$ cat src/rtl/bp_update_arbiter.sv
// bp_update_arbiter: merges resolved-branch updates from two branch units into
// one in-order stream of PHT/GHR updates for the predictor.
//   - Two requesters (req0/req1) are arbitrated round-robin, one grant per
//     cycle; reqN_ready is the combinational grant.
//   - Granted updates {pht_index, taken} queue in a DEPTH-entry FIFO and are
//     presented on upd_* with a valid/ready handshake.
//   - stall_count counts cycles with a valid-but-not-granted request and
//     saturates at 255.
// Optional feature: define BP_UPD_BYPASS_EN to forward a grant straight to
// upd_* in the same cycle when the FIFO is empty.
// Ports:
//   clock, reset                              clock, synchronous active-high reset
//   req0_valid/req0_pht_index/req0_taken      branch unit 0 request
//   req0_ready                                unit 0 grant (combinational)
//   req1_*                                    same for branch unit 1
//   upd_valid/upd_pht_index/upd_taken         update presented to predictor
//   upd_ready                                 predictor consumes update
//   stall_count                               saturating lost-request cycle count
module bp_update_arbiter #(
  parameter int unsigned DEPTH = 4
) (
  input  logic       clock,
  input  logic       reset,
  input  logic       req0_valid,
  input  logic [4:0] req0_pht_index,
  input  logic       req0_taken,
  output logic       req0_ready,
  input  logic       req1_valid,
  input  logic [4:0] req1_pht_index,
  input  logic       req1_taken,
  output logic       req1_ready,
  output logic       upd_valid,
  output logic [4:0] upd_pht_index,
  output logic       upd_taken,
  input  logic       upd_ready,
  output logic [7:0] stall_count
);

  localparam int unsigned IDX_W   = 5;
  localparam int unsigned PTR_W   = $clog2(DEPTH);
  localparam int unsigned CNT_W   = PTR_W + 1;
  localparam int unsigned STALL_W = 8;

  typedef struct packed {
    logic [IDX_W-1:0] pht_index;
    logic             taken;
  } entry_t;

  entry_t             mem [DEPTH];
  logic [PTR_W-1:0]   rd_ptr;
  logic [PTR_W-1:0]   wr_ptr;
  logic [CNT_W-1:0]   count;
  logic               last_grant;  // 1 = req1 was granted most recently

  logic   not_full;
  logic   grant0;
  logic   grant1;
  logic   fifo_valid;
  logic   bypass;
  logic   push;
  logic   pop;
  logic   stall_evt;
  entry_t win_entry;
  entry_t out_entry;

  // Arbitration, output selection and FIFO control
  always_comb begin
    not_full   = 1'b0;
    grant0     = 1'b0;
    grant1     = 1'b0;
    fifo_valid = 1'b0;
    bypass     = 1'b0;
    win_entry  = '0;
    out_entry  = '0;

    // Full blocks grants even when a pop happens this cycle
    not_full   = !reset && (count < CNT_W'(DEPTH));
    grant0     = not_full && req0_valid && (!req1_valid || last_grant);
    grant1     = not_full && req1_valid && (!req0_valid || !last_grant);
    win_entry  = grant1 ? entry_t'{req1_pht_index, req1_taken}
                        : entry_t'{req0_pht_index, req0_taken};
    fifo_valid = !reset && (count != '0);
`ifdef BP_UPD_BYPASS_EN
    bypass     = !reset && (count == '0) && (grant0 || grant1);
`else
    bypass     = 1'b0;
`endif
    if (fifo_valid) begin
      out_entry = mem[rd_ptr];
    end else if (bypass) begin
      out_entry = win_entry;
    end

    // A bypassed update consumed immediately never enters the FIFO
    push      = (grant0 || grant1) && !(bypass && upd_ready);
    pop       = fifo_valid && upd_ready;
    stall_evt = (req0_valid && !grant0) || (req1_valid && !grant1);
  end

  assign req0_ready    = grant0;
  assign req1_ready    = grant1;
  assign upd_valid     = fifo_valid || bypass;
  assign upd_pht_index = out_entry.pht_index;
  assign upd_taken     = out_entry.taken;

  // Pointers, occupancy, round-robin state and stall counter
  always_ff @(posedge clock) begin
    if (reset) begin
      rd_ptr      <= '0;
      wr_ptr      <= '0;
      count       <= '0;
      last_grant  <= 1'b1;
      stall_count <= '0;
    end else begin
      if (push) begin
        wr_ptr <= wr_ptr + PTR_W'(1);
      end
      if (pop) begin
        rd_ptr <= rd_ptr + PTR_W'(1);
      end
      count <= count + CNT_W'(push) - CNT_W'(pop);
      if (grant0) begin
        last_grant <= 1'b0;
      end else if (grant1) begin
        last_grant <= 1'b1;
      end
      if (stall_evt && (stall_count != {STALL_W{1'b1}})) begin
        stall_count <= stall_count + STALL_W'(1);
      end
    end
  end

  // FIFO storage; no reset needed, occupancy tracks validity
  always_ff @(posedge clock) begin
    if (push) begin
      mem[wr_ptr] <= win_entry;
    end
  end

endmodule

$ cat config.mk
export PLATFORM = sky130hd
export DESIGN_NAME = bp_update_arbiter
export DESIGN_NICKNAME = d
export VERILOG_FILES = /design/src/rtl/bp_update_arbiter.sv
export SDC_FILE = /design/constraint.sdc
export NUM_CORES = 1
export LEC_CHECK = 0
export ABC_AREA = 1
export CORE_ASPECT_RATIO = 1.2
export CORE_MARGIN = 4
export CORE_UTILIZATION = 50
export DETAILED_ROUTE_END_ITERATION = 8
export PLACE_DENSITY = 0.83
export SETUP_SLACK_MARGIN = 0.4
export SLEW_MARGIN = 10
export SYNTH_ARGS = -nofsm -noshare
export SYNTH_HDL_FRONTEND = slang
export SYNTH_SLANG_ARGS = --single-unit
$ cat constraint.sdc
create_clock -name clock -period 3.28 [get_ports clock]
set_input_delay 0.82 -clock clock [delete_from_list [all_inputs] [get_ports clock]]
set_output_delay 0.82 -clock clock [all_outputs]
set_load 0.05 [all_outputs]
==> metrics.yaml <==
netlist_instances: 231
place_inst: 318
vdd_drop_max_mv: 0.3995
setup_tns_ns: 0
area_delta_synth_final_pct: 33.52
track_usage_pct: 17.32
cp.required_ns: 2.46
dr.pass1.iters: 4
period_share_pct: 82.95
antenna_found_initial: 0
crit_arrival_ns: 1.90
core_area_um2: 3941
clk_latency_ns: 0.29
wl_per_cell_um: 12.84
start_util_pct: 51.71
use_met3_pct: 3.329
synthXorXnorAreaFrac_pct: 0.8594
cts.clk_slew.worst_paths_ns: 0.08
synth_seq_cells: 42
synthTopCellsByCount: "47 x nor2_1, 42 x nand2_1, 24 x edfxtp_1"
ant_nets: 0
rr_worst_depth: 12
drcViolationCount: 0
syn-num-nets: 256
final_nets: 297
fin_hold_ws_ns: 0.5054
maxCapViolCount: 0
period_minus_slack_ns: 2.721
yosysSeqAreaShare_pct: 53.04
top_usage_layer: "met2"
tritoncts: "yes"
holdBufCountCts: 0
vias_per_cell: 5.018
drtIter0Drc: 71
yosys.area.top_type: "edfxtp_1"
hold_violations: 0
utilization_pct: 69.05
fin_area_um2: 2721
grt_first_pass_wirelength_mm: 6.913
dpl_worst_slack_ns: 0.1057
syn_area_per_cell_um2: 8.823
yosysUniqueCellTypes: 27
static-leakage-power_nw: 1.099
dpl_cell_area_um2: 2522
setup_violations: 0
clk_path_buf_depth: 2
layout-drive-gt1-share_pct: 17.22
dp_hpwl_mm: 3.013
overflow: 0
die-width_um: 66.29
drv_slew: 0
die_area_um2: 5166
fmax_mhz: 367.5
synthMuxAreaShare_pct: 0
port_buffers: 33
cts_buffers: 5
outcome: "finished, final reports clean"
synth-async-reset-ratio_pct: 0
maxSlewHeadroom_pct: 56.52
cp-start-kind: "flop"
nFillCells: 331
yosys_most_used_dff: "edfxtp_1"
synth_compound_area_share_pct: 10.68
synth_area_um2: 2038
hold_depth: 1
ys_top_cells_by_area: "edfxtp_1 35%, dfxtp_1 18%, nor2_1 8.7%"
criticalPathCategory: "flop to output pin"
met1_usage_pct: 21.12
grt_setup_unrepaired: "false"
die_h_um: 77.94
grt_max_degree: 15
grt_pass1_vias: 1528
report.power.total_mw: 1.685
cts-htree-levels: 2
min_path_type: "flop to flop"
pin_count: 34
tightestPinTransition_ns: 0.6499
synth_adder_area_share_pct: 5.279
rows: 25
crit_path_end_kind: "output pin"
fin_cells: 327
synth_top_family_by_area: "simple AND/OR/NAND/NOR gates"
yosysWarnings: 0
yosysMostFrequentCell: "nor2_1"
drt-total-wl_mm: 4.198
synth_edf_count: 24
place.gp.congestion: 0.8077
p_per_area_nw_per_um2: 619.1
clockRootBuffer: "clkbuf_8"
crit_fanout: 13
met2_usage_pct: 29.00
finalClockSkew_ns: 0.005848
synth.top_cell.area_share_pct: 35.36
synth-simple-area-share_pct: 23.88
cts_sinks: 42
fin_ws_ns: 0.5592
vias: 1641
n_antenna_cell: 0
[cell families (layout without fill, tap and decap cells)]
logic type | after synthesis | after routing
AOI/OAI and AO/OA | 40 | 40
adders and majority gates | 8 | 8
xor gates and xnor gates | 2 | 2
DFF | 42 | 42
buffers and inverters | 29 | 71
and+or+nand+nor | 110 | 110
[area by class of cell]
cell class              instances  area [um^2]  area share, %
clock inverters                 2        37.54          1.379
multi-input cells             160        899.6          33.06
repair buffers                 38        465.4          17.10
well taps                      54        67.56          2.483
flip-flops and latches         42         1081          39.72
inverters                      25        97.59          3.586
clock buffers                   6        72.57          2.667
[path summary, 6_finish.rpt]
| path | slack [ns] | startpoint | to |
|---|---|---|---|
| worst min register to register | 0.51 | rd_ptr[0]$_SDFFE_PP0P_ | flop |
| worst max-delay path | 0.56 | flop | upd_pht_index[4] |
| worst max register to register | 1.00 | count[2]$_SDFF_PP0_ | count[2]$_SDFF_PP0_ |
| worst min-delay path | 0.51 | rd_ptr[0]$_SDFFE_PP0P_ | flop |
[per-layer routing]
layer	routed length [um]	share of wire [%]
met1	1822	43
met2	2018	48
met3	266	6.3
met4	91	2.2
met5	0	0
[where the power goes]
part,switching (mW),internal [mW],total (mW)
registers,0.0460,0.618,0.664
clock network,0.174,0.227,0.401
logic,0.363,0.257,0.620
[what timing repair did]
action | CTS | global route
setup endpoints to repair | 7 | 2
gates resized for setup | 14 | 4
buffers inserted | 1 | 0
[flip-flops by register name (all words and copies together) (netlist names), named ones only]
signal / flops
count: 3
last_grant: 1
mem: 24
rd_ptr: 2
stall_count: 8
wr_ptr: 2
[placed cells by master (no fill, tap or decap), types with 2 or more instances in the layout]
| cell type | Yosys | routed |
|---|---|---|
| clkdlybuf4s50_1 | 0 | 21 |
| nand2_1 | 42 | 41 |
| edfxtp_1 | 24 | 24 |
| buf_12 | 0 | 9 |
| buf_4 | 0 | 4 |
| dlymetal6s2s_1 | 0 | 2 |
| nand3_1 | 7 | 7 |
| nor2_2 | 4 | 4 |
| inv_1 | 23 | 22 |
| ha_1 | 7 | 7 |
| nor2_1 | 47 | 47 |
| a21oi_1 | 17 | 11 |
| inv_2 | 2 | 2 |
| a21oi_2 | 2 | 3 |
| nand2_2 | 3 | 4 |
| o21ai_0 | 15 | 15 |
| a21oi_4 | 0 | 5 |
| o21ai_1 | 2 | 2 |
| clkinvlp_4 | 0 | 2 |
| clkbuf_8 | 1 | 5 |
| dfxtp_1 | 18 | 18 |
| nand3_2 | 4 | 4 |
| a21boi_0 | 3 | 3 |
[worst max-delay path, cell delays in order (launching register included)]
cell	delay (ns)
dfxtp_1	0.61
inv_1	0.28
o21ai_0	0.44
a21oi_4	0.12
buf_12	0.16
(Power assumes the default switching activity.)
